File: src/rtl/ap_perf_pkg.sv
// Shared types and helpers for the ap_ctrl performance monitor.
package ap_perf_pkg;

  typedef enum logic [1:0] {
    IDLE = 2'd0,
    BUSY = 2'd1,
    WAIT = 2'd2
  } ch_state_t;

  localparam logic [2:0] RD_SEL_STARTS   = 3'd0;
  localparam logic [2:0] RD_SEL_DONES    = 3'd1;
  localparam logic [2:0] RD_SEL_BUSY     = 3'd2;
  localparam logic [2:0] RD_SEL_STALL    = 3'd3;
  localparam logic [2:0] RD_SEL_LAST_LAT = 3'd4;
  localparam logic [2:0] RD_SEL_MAX_LAT  = 3'd5;
  localparam logic [2:0] RD_SEL_STATUS   = 3'd6;
  localparam logic [2:0] RD_SEL_ZERO     = 3'd7;

  localparam int unsigned MAX_CNT_W = 64;

  // Increment that sticks at lim; callers zero-extend narrower counters.
  function automatic logic [MAX_CNT_W-1:0] sat_inc(input logic [MAX_CNT_W-1:0] v,
                                                   input logic [MAX_CNT_W-1:0] lim);
    return (v >= lim) ? lim : v + 64'd1;
  endfunction

endpackage

File: src/rtl/ap_perf_channel.sv
// One monitored ap_ctrl channel: handshake FSM, latency tracker and six
// saturating counters with sticky overflow flags.
module ap_perf_channel
  import ap_perf_pkg::*;
#(
  parameter int unsigned CNT_W = 32
) (
  input  logic             ap_clk,
  input  logic             ap_rst_n,
  input  logic             start,
  input  logic             ready,
  input  logic             done,
  input  logic             cont,
  input  logic             clr,
  input  logic             freeze,
  output logic [CNT_W-1:0] starts,
  output logic [CNT_W-1:0] dones,
  output logic [CNT_W-1:0] busy_cnt,
  output logic [CNT_W-1:0] stall_cnt,
  output logic [CNT_W-1:0] last_lat,
  output logic [CNT_W-1:0] max_lat,
  output logic [5:0]       ovf,
  output logic [1:0]       state_o,
  output logic             busy
);

  localparam logic [CNT_W-1:0] CNT_MAX = '1;

  function automatic logic [CNT_W-1:0] inc_sat(input logic [CNT_W-1:0] v);
    return CNT_W'(sat_inc(MAX_CNT_W'(v), MAX_CNT_W'(CNT_MAX)));
  endfunction

  ch_state_t        state, state_nxt;
  logic [CNT_W-1:0] lat_run;
  logic [CNT_W-1:0] lat_now;
  logic [CNT_W-1:0] ev_cnt [4];
  logic [3:0]       ev;
  logic             hs, active, lat_upd, lat_sat;

  always_comb begin
    state_nxt = state;
    unique case (state)
      IDLE: begin
        if (start && !done)      state_nxt = BUSY;
        else if (start && !cont) state_nxt = WAIT;
      end
      BUSY: begin
        if (done) state_nxt = !cont ? WAIT : (start ? BUSY : IDLE);
      end
      WAIT: begin
        if (cont) state_nxt = start ? BUSY : IDLE;
      end
      default: state_nxt = IDLE;
    endcase
  end

  always_comb begin
    hs      = done & cont;
    active  = (state != IDLE);
    ev      = {done & ~cont, active, hs, start & ready};
    // A call handshaking straight out of IDLE took exactly one cycle.
    lat_now = active ? inc_sat(lat_run) : CNT_W'(1);
    lat_sat = active && (lat_run == CNT_MAX);
    lat_upd = hs && (active || start);
  end

  always_ff @(posedge ap_clk or negedge ap_rst_n) begin
    if (!ap_rst_n) begin
      state   <= IDLE;
      busy    <= 1'b0;
      lat_run <= '0;
    end else begin
      state   <= state_nxt;
      busy    <= (state_nxt != IDLE);
      // Restarts from zero on every entry, including back-to-back calls.
      lat_run <= (!active || hs) ? '0 : inc_sat(lat_run);
    end
  end

  always_ff @(posedge ap_clk or negedge ap_rst_n) begin
    if (!ap_rst_n) begin
      for (int unsigned i = 0; i < 4; i++) ev_cnt[i] <= '0;
      last_lat <= '0;
      max_lat  <= '0;
      ovf      <= '0;
    end else if (clr) begin
      for (int unsigned i = 0; i < 4; i++) ev_cnt[i] <= '0;
      last_lat <= '0;
      max_lat  <= '0;
      ovf      <= '0;
    end else if (!freeze) begin
      for (int unsigned i = 0; i < 4; i++) begin
        if (ev[i]) begin
          if (ev_cnt[i] == CNT_MAX) ovf[i] <= 1'b1;
          ev_cnt[i] <= inc_sat(ev_cnt[i]);
        end
      end
      if (lat_upd) begin
        last_lat <= lat_now;
        if (lat_now > max_lat) max_lat <= lat_now;
        if (lat_sat) begin
          ovf[4] <= 1'b1;
          ovf[5] <= 1'b1;
        end
      end
    end
  end

  assign starts    = ev_cnt[0];
  assign dones     = ev_cnt[1];
  assign busy_cnt  = ev_cnt[2];
  assign stall_cnt = ev_cnt[3];
  assign state_o   = state;

endmodule

File: src/rtl/ap_ctrl_perf_monitor.sv
// N-channel ap_ctrl_chain performance monitor: per-channel trackers plus a
// registered read port.
module ap_ctrl_perf_monitor
  import ap_perf_pkg::*;
#(
  parameter  int unsigned N_CH    = 4,
  parameter  int unsigned CNT_W   = 32,
  localparam int unsigned RD_CH_W = (N_CH > 1) ? $clog2(N_CH) : 1
) (
  input  logic               ap_clk,
  input  logic               ap_rst_n,
  input  logic [N_CH-1:0]    mon_start,
  input  logic [N_CH-1:0]    mon_ready,
  input  logic [N_CH-1:0]    mon_done,
  input  logic [N_CH-1:0]    mon_continue,
  input  logic               clr,
  input  logic               freeze,
  input  logic               rd_req,
  input  logic [RD_CH_W-1:0] rd_ch,
  input  logic [2:0]         rd_sel,
  output logic               rd_valid,
  output logic [CNT_W-1:0]   rd_data,
  output logic [N_CH-1:0]    ch_busy
);

  logic [CNT_W-1:0] c_starts [N_CH];
  logic [CNT_W-1:0] c_dones  [N_CH];
  logic [CNT_W-1:0] c_busy   [N_CH];
  logic [CNT_W-1:0] c_stall  [N_CH];
  logic [CNT_W-1:0] c_last   [N_CH];
  logic [CNT_W-1:0] c_max    [N_CH];
  logic [5:0]       c_ovf    [N_CH];
  logic [1:0]       c_state  [N_CH];
  logic [CNT_W-1:0] rd_mux;
  logic [CNT_W+7:0] st_ext;

  for (genvar g = 0; g < N_CH; g++) begin : g_ch
    ap_perf_channel #(.CNT_W(CNT_W)) u_ch (
      .ap_clk    (ap_clk),
      .ap_rst_n  (ap_rst_n),
      .start     (mon_start[g]),
      .ready     (mon_ready[g]),
      .done      (mon_done[g]),
      .cont      (mon_continue[g]),
      .clr       (clr),
      .freeze    (freeze),
      .starts    (c_starts[g]),
      .dones     (c_dones[g]),
      .busy_cnt  (c_busy[g]),
      .stall_cnt (c_stall[g]),
      .last_lat  (c_last[g]),
      .max_lat   (c_max[g]),
      .ovf       (c_ovf[g]),
      .state_o   (c_state[g]),
      .busy      (ch_busy[g])
    );
  end

  // Out-of-range channels match no iteration and read as zero.
  always_comb begin
    rd_mux = '0;
    st_ext = '0;
    for (int unsigned i = 0; i < N_CH; i++) begin
      if (rd_ch == RD_CH_W'(i)) begin
        st_ext = {{CNT_W{1'b0}}, c_ovf[i], c_state[i]};
        unique case (rd_sel)
          RD_SEL_STARTS:   rd_mux = c_starts[i];
          RD_SEL_DONES:    rd_mux = c_dones[i];
          RD_SEL_BUSY:     rd_mux = c_busy[i];
          RD_SEL_STALL:    rd_mux = c_stall[i];
          RD_SEL_LAST_LAT: rd_mux = c_last[i];
          RD_SEL_MAX_LAT:  rd_mux = c_max[i];
          RD_SEL_STATUS:   rd_mux = st_ext[CNT_W-1:0];
          RD_SEL_ZERO:     rd_mux = '0;
          default:         rd_mux = '0;
        endcase
      end
    end
  end

  always_ff @(posedge ap_clk or negedge ap_rst_n) begin
    if (!ap_rst_n) begin
      rd_valid <= 1'b0;
      rd_data  <= '0;
    end else begin
      rd_valid <= rd_req;
      if (rd_req) rd_data <= rd_mux;
    end
  end

endmodule

File: config.mk
export PLATFORM = sky130hd
export DESIGN_NAME = ap_ctrl_perf_monitor
export DESIGN_NICKNAME = d
export VERILOG_FILES = /design/src/rtl/ap_perf_pkg.sv /design/src/rtl/ap_perf_channel.sv /design/src/rtl/ap_ctrl_perf_monitor.sv
export SDC_FILE = /design/constraint.sdc
export NUM_CORES = 2
export LEC_CHECK = 0
export BUFFER_PORTS_ARGS = -buffer_cell sky130_fd_sc_hd__buf_4
export CAP_MARGIN = 10
export CORE_ASPECT_RATIO = 1.5
export CORE_MARGIN = 5
export CORE_UTILIZATION = 55
export DETAILED_ROUTE_END_ITERATION = 8
export PLACE_DENSITY = 0.76
export SKIP_LAST_GASP = 1
export SYNTH_ARGS = -nofsm -noshare
export SYNTH_HDL_FRONTEND = slang
export SYNTH_SLANG_ARGS = --single-unit
File: constraint.sdc
create_clock -name ap_clk -period 8.7 [get_ports ap_clk]
set_input_delay 1.74 -clock ap_clk [delete_from_list [all_inputs] [get_ports ap_clk]]
set_output_delay 1.74 -clock ap_clk [all_outputs]
set_load 0.01 [all_outputs]
* Word-level counts from Yosys, hierarchy flattened
Cells that the tools add are included.
Operators by class: add/sub/neg operators 20, multiply operators 0, divide/modulo/power cells 0, magnitude comparators 24, eq/ne operators 39, shift-type cells 0, mux-type cells 164, bitwise logic cells 16, reductions and logical operators 138
Operator list (count):
- $mux W32 | 76
- $mux W128 | 8
- $pmux W32 S8 | 4
- $add A32 B1 Y32 const B | 20
- $eq A32 B32 Y1 const B | 20
- $ge A32 B32 Y1 const B | 20
- $gt A32 B32 Y1 | 4
- $reduce_bool A2 Y1 | 52
- $reduce_and A3 Y1 | 24
- $mux W2 | 28
- $mux W6 | 8
- $reduce_and A2 Y1 | 20
- $mux W1 | 36
- $pmux W2 S3 | 4
- $logic_and A1 B1 Y1 | 16
- $and A1 B1 Y1 | 12
- $eq A2 B2 Y1 const B | 6
- $eq A3 B3 Y1 const B | 4
- $logic_not A1 Y1 | 12
- $eq A2 B1 Y1 const B | 5
- $logic_not A2 Y1 | 5
- $logic_or A1 B1 Y1 | 8
- $eq A3 B2 Y1 const B | 2
- $not A1 Y1 | 4
- 3 further kinds | 3
Word-level totals: flip-flop bits (word level) 965, bits in latches 0, bits in writable memories 0, memory bits (read-only) 0, input bits 26, output and inout bits 37, memories kept 0

* Longest topological paths before layout
word-level depth 8, mapped depth 17, depth with buffers taken out 14

* Hierarchy
From an unflattened synthesis, not the netlist that was laid out.
Unflattened totals: cell total of the unflattened synthesis 6372, area total of the unflattened synthesis 57594.0 µm²
By module, submodules not included:
- ap_perf_channel at g_ch[0].u_ch ... | instances 2, cells each 1303, area each 12278.0 µm², sequential area each 5805.6 µm²
- ap_perf_channel at g_ch[2].u_ch | instances 1, cells each 1350, area each 12595.8 µm², sequential area each 5805.6 µm²
- ap_perf_channel at g_ch[3].u_ch | instances 1, cells each 1304, area each 12409.4 µm², sequential area each 5805.6 µm²
- ap_ctrl_perf_monitor | instances 1, cells each 1112, area each 8032.7 µm², sequential area each 825.8 µm²

* Worst setup path before layout
No wires, ideal clock.
path type register to register, start reg g_ch[3].u_ch.lat_run[0], end reg g_ch[3].u_ch.max_lat[10], data arrival time 4.162 ns, required time 8.632 ns, setup slack 4.470 ns, cell stages (with the launch flop) 16, clock period less this slack 4.230 ns, cells stage by stage dfrtp_1 -> ha_1 -> nand3_1 -> or4_1 -> nor3_1 -> nand2_1 -> buf_2 -> a21oi_1 -> ha_1 -> a21oi_1 -> o21ai_0 -> a221o_1 -> or3_1 -> a311oi_1 -> clkbuf_1 -> a32o_1
On the way: word-level cells in the longest chain between the ends 7, elaborated cells between the ends (all ways) 11, those cells by class 1 x add/sub; 2 x order compare; 6 x mux; 2 x reduce/logical
RTL lines:
- start, declared | line ap_perf_channel.sv:34 | logic [CNT_W-1:0] lat_run;
- start signal, assigned | line ap_perf_channel.sv:76 | lat_run <= (!active || hs) ? '0 : inc_sat(lat_run);
- $add A32 B1 Y32 or $ge A32 B32 Y1 (tied branches) | line ap_perf_pkg.sv:24 | return (v >= lim) ? lim : v + 64'd1;
- $mux W32 * | line ap_perf_pkg.sv:24
- $mux W32 * | line ap_perf_channel.sv:62 | lat_now = active ? inc_sat(lat_run) : CNT_W'(1);
- parallel branches: the longest is 4 deep, another holds $gt A32 B32 Y1
- end signal, assigned | line ap_perf_channel.sv:100 | if (lat_now > max_lat) max_lat <= lat_now;
- end, declared | line ap_perf_channel.sv:21 | output logic [CNT_W-1:0] max_lat,
Every way passes the cells marked *. The select of a mux whose other input is x is not followed. A chain may end at the register's enable or synchronous reset.

* Final worst setup path
start reg g_ch[0].u_ch.lat_run[2], end reg g_ch[0].u_ch.max_lat[0]
On the way: word-level cells in the longest chain between the ends 7, elaborated cells between the ends (all ways) 11, those cells by class 1 x add/sub; 2 x order compare; 6 x mux; 2 x reduce/logical
RTL lines (line):
- start, declared | ap_perf_channel.sv:34
- start signal, assigned | ap_perf_channel.sv:76
- $ge A32 B32 Y1 | ap_perf_pkg.sv:24
- $mux W32 * | ap_perf_pkg.sv:24
- $mux W32 * | ap_perf_channel.sv:62
- parallel branches: the longest is 4 deep, another holds $gt A32 B32 Y1
- end signal, assigned | ap_perf_channel.sv:100
- end, declared | ap_perf_channel.sv:21
Marked as above.

==> impl_results.md <==
* Die outline height at 401.7 um
* Clock transition at path regs at 0.07 ns
* Area of the core region at between 0.1 and 0.15 mm2
* Proportion of synthesized chip area in sequential cells at 0.4274
* RePlAce Congestion at 1.057
* Total of endpoints with negative setup slack in the final report at 0
* Synth cell count leaders: sky130_fd_sc_hd__dfrtp_1, sky130_fd_sc_hd__o21ai_0, sky130_fd_sc_hd__nand2_1, sky130_fd_sc_hd__a21oi_1, sky130_fd_sc_hd__clkbuf_1
* Shortest clock period the worst path allows after layout at approximately 5.6 ns
* Worst hold path startpoint: g_ch[1].u_ch.last_lat[13]$_DFFE_PN0P_
* Dominant cell type by area after synthesis: sky130_fd_sc_hd__dfrtp_1
* Worst path cell trace: and4_1 > nand3_1 > or4_1 > a31oi_1 > ha_1 > nand4_1 > or4_1 > a311oi_1 > o31a_1 > buf_8 > nor3_1 > a211oi_1
* Final number of max-transition violations at 0
* Pwr Density at around 170 mW/mm2
* Number of buffers created by CTS at 94
* Slack of the worst reg-to-reg path at 3.08 ns
* Most common cell in the synthesized netlist: sky130_fd_sc_hd__dfrtp_1
* Relative contribution of the clock network to total power at 0.450
* Top cells by area in the synthesized netlist: sky130_fd_sc_hd__dfrtp_1, sky130_fd_sc_hd__o21ai_0, sky130_fd_sc_hd__xor2_1
* Average instance area after synthesis at 9.082 um2
* CP Buf/Inv Count at 1
* Setup repair after global routing missed its margin: no
* Maximum number of buffers from clock root to sink at 3
* TritonCTS clock tree: built
* CTS H-tree depth at 3
* Cts-stage hold buffer count at 0
* Residual overflow from global routing at 0
* Pin count of the biggest net entering global routing at 189
* Count of flip-flops with a built-in enable after synthesis at 0
* Final worst slack at roughly 3.1 ns
* Detailed-route vias per instance at 6.897
* Post-placement worst setup slack at 2.912 ns
* Distinct cell type count of the synthesized netlist at 92
* Cell type of the slowest stage on the worst timing path: sky130_fd_sc_hd__or4_1
* Total net switching power at 0.002751 W
* Total Die Area at around 0.11 mm2
* Final total negative setup slack at 0 ns
* CP endpoint kind: register
* Cell repeated most along the worst path: sky130_fd_sc_hd__or4_1
* Post-Route Utilization at 0.6001
* Final #Nets at 6179
* Proportion of power drawn by flip-flops and latches at 0.453
* DRC violations left at 0
* Worst path required time at 9.30 ns
* Worst reg-to-reg path cell count at 12
* Status: finished clean
* Mapped Cells at 6196
* Flip-flop and latch count after synthesis at roughly 960
* Endpoint arrival time on the critical path at between 6 and 7 ns
* Timing-limited maximum frequency at about 0.18 GHz
* Synth Warn # at 0
* Antenna violations before repair at 6
* Number of ports placed on the die boundary at 63
* Startpoint of the worst register-to-register path: g_ch[0].u_ch.lat_run[2]$_DFF_PN0_
* Dominant register cell in the synthesized netlist: sky130_fd_sc_hd__dfrtp_1
* Worst Skew at 0.02698 ns
* Slew Limit Headroom at 0.1156
* Port bufs at 62
* Layout cells sized above 1 at 0.07855
* GRT Total Usage at 0.3485
* Endpoint of the worst hold-timing path: g_ch[1].u_ch.last_lat[13]$_DFFE_PN0P_
* Root buffer cell: sky130_fd_sc_hd__clkbuf_16
* Class of the tightest hold or removal check: reg2reg
* Hold-critical path depth at 2
* Crit path launch type: register
* Max IR drop VDD at between 0.1 and 0.15 mV
* Cells resized by post-CTS repair at 0
* Count of endpoints failing hold in the final timing report at 0
* First-iteration detailed-routing DRC count at 6700
* Die Span X at 271.2 um
* Area of the mapped netlist at 0.05627 mm2
* Post-CTS Repair Setup Buffers at 0
* Detailed-routing iteration count for the pre-antenna-repair pass at 9
* Transition time at the pin with the least slew margin at 1.327 ns
* Reg-to-reg endpoint: g_ch[0].u_ch.max_lat[0]$_DFFE_PN0P_
* Routed wire per std cell at 26.43 um
* Layout area overhead at 8.183%
* Clock sink total at a little under 1000
* Site row count at between 100 and 150
* Share of power burned in combinational logic at 0.097
* Wire length of the first global-routing pass at 298000 um
* Number of maximum-capacitance violations at 0
* Area share of the leading cell type in the synthesized netlist at 0.4274
* Number of routed nets with antenna violations at 0
* Total internal power at about 0.0074 W
* Delay of the slowest cell on the worst path at 1.13 ns
* Worst-case hold slack at 0.4886 ns
* Leak pwr at about 25 nW
* Detailed placer's ending HPWL at 136200 um
* Synthesized Nets at between 6000 and 7000
* Final wirelength at 195400 um
* Total number of vias at 50989
* Critical path class: reg2reg
* Starting Density at 0.5547
* Largest fanout on the critical path at 27
* Fraction of synthesis flops using an asynchronous set or reset pin at 1.000
* Worst skew pair latency at 0.73 ns
* Dominant delay contributor by cell family on the critical path: simple AND/OR/NAND/NOR gates
* Vias in the first global route at 48628
* Final cycle utilization of the critical path at 0.6457
* Switching fraction of total power at 0.2711
metrics by stage:
stage	instance area, um2	total power, W	cells
final	60870	0.01014	7393
after global routing	60870	0.01038	7390
after CTS	60820	0.01011	7387
after detailed placement	57450	0.005631	7211
after global placement	57450	0.005620	7210
after floorplan	56270	0.005209	6196
routing by layer:
metal	up-vias	global-route usage	part of all wire
met5	-	0.006690	0.00075
met4	8	0.2523	0.092
met3	779	0.08142	0.098
met2	2919	0.5397	0.45
met1	24845	0.4273	0.36
li1	22438	-	-
cells by family (layout without fill, tap and decap cells):
group	after synthesis	after routing	share of synthesized area
other cells	0	3	0
fa+ha+maj	148	148	0.03291
simple gates	2111	2111	0.1964
flops	961	961	0.4274
mux	202	202	0.03811
xor+xnor	382	382	0.05946
compound gates	1713	1713	0.1983
buf+inv	679	568	0.04747
worst reg2reg max path, cell delays in order, from the launching register on:
cell                       delay [ns]
sky130_fd_sc_hd__dfrtp_1         0.42
sky130_fd_sc_hd__and4_1          0.37
sky130_fd_sc_hd__nand3_1         0.41
sky130_fd_sc_hd__or4_1           1.13
sky130_fd_sc_hd__a31oi_1         0.50
sky130_fd_sc_hd__ha_1            0.21
sky130_fd_sc_hd__nand4_1         0.20
sky130_fd_sc_hd__or4_1           0.60
sky130_fd_sc_hd__a311oi_1        0.51
sky130_fd_sc_hd__o31a_1          0.62
sky130_fd_sc_hd__buf_8           0.25
sky130_fd_sc_hd__nor3_1          0.06
sky130_fd_sc_hd__a211oi_1        0.24
flip-flops by register name, summed over array words and instances, names as in the netlist:
name / cells
g_ch.u_ch.busy_cnt: 128
g_ch.u_ch.ovf: 20
g_ch.u_ch.max_lat: 128
g_ch.u_ch.busy: 4
g_ch.u_ch.state_o: 8
g_ch.u_ch.stall_cnt: 128
g_ch.u_ch.dones: 128
g_ch.u_ch.starts: 128
g_ch.u_ch.lat_run: 128
rd_valid: 1
rd_data: 32
g_ch.u_ch.last_lat: 128
area by class of cell:
type	count	area [um2]
inverter	257	969.7
timing repair buffer	135	1139
sequential	961	24050
antenna	3	7.507
fill	8648	40570
multi-input combinational	4556	29710
clock buffer	126	2728
tap	1305	1633
clock inverter	50	643.1
power groups by stage:
stage	registers (W)	logic (W)	clock network [W]
after floorplan	0.00464	0.000565	0
after global placement	0.00467	0.000952	0
after detailed placement	0.00467	0.000962	0
after CTS	0.00459	0.000965	0.00456
after global routing	0.00459	0.00105	0.00474
final	0.00459	0.000988	0.00457
layout by cell type, fill, tap and decap left out, types with 32 or more instances in the layout:
master / count
sky130_fd_sc_hd__dfrtp_1: 961
sky130_fd_sc_hd__o21ai_0: 528
sky130_fd_sc_hd__nand2_1: 509
sky130_fd_sc_hd__a21oi_1: 346
sky130_fd_sc_hd__nor2_1: 332
sky130_fd_sc_hd__nand3_1: 268
sky130_fd_sc_hd__inv_1: 254
sky130_fd_sc_hd__xor2_1: 225
sky130_fd_sc_hd__nand4_1: 185
sky130_fd_sc_hd__nor3_1: 174
sky130_fd_sc_hd__xnor2_1: 157
sky130_fd_sc_hd__a22oi_1: 156
sky130_fd_sc_hd__and3_1: 149
sky130_fd_sc_hd__mux2i_1: 149
sky130_fd_sc_hd__ha_1: 148
sky130_fd_sc_hd__a31oi_1: 123
sky130_fd_sc_hd__buf_4: 121
sky130_fd_sc_hd__nor2b_1: 120
sky130_fd_sc_hd__clkbuf_16: 98
sky130_fd_sc_hd__and4_1: 84
sky130_fd_sc_hd__a22o_1: 66
sky130_fd_sc_hd__nor4_1: 60
sky130_fd_sc_hd__a221oi_1: 52
sky130_fd_sc_hd__mux2_2: 48
sky130_fd_sc_hd__a211oi_1: 45
sky130_fd_sc_hd__a311oi_1: 42
sky130_fd_sc_hd__or3_1: 39
sky130_fd_sc_hd__or4_1: 33
sky130_fd_sc_hd__and2_1: 32
worst max-delay path by stage:
stage | from | endpoint | cells after the start
global placement | rd_sel[0] | rd_data[30]$_DFFE_PN0P_ | 8
CTS | g_ch[0].u_ch.lat_run[2]$_DFF_PN0_ | g_ch[0].u_ch.max_lat[0]$_DFFE_PN0P_ | 11
finish | g_ch[0].u_ch.lat_run[2]$_DFF_PN0_ | g_ch[0].u_ch.max_lat[0]$_DFFE_PN0P_ | 12
floorplan | g_ch[3].u_ch.lat_run[0]$_DFF_PN0_ | g_ch[3].u_ch.max_lat[10]$_DFFE_PN0P_ | 15
detailed placement | g_ch[0].u_ch.lat_run[3]$_DFF_PN0_ | g_ch[0].u_ch.max_lat[0]$_DFFE_PN0P_ | 11
global route | g_ch[0].u_ch.lat_run[2]$_DFF_PN0_ | g_ch[0].u_ch.max_lat[0]$_DFFE_PN0P_ | 12
Note: power is estimated with default switching activity, not from simulation.
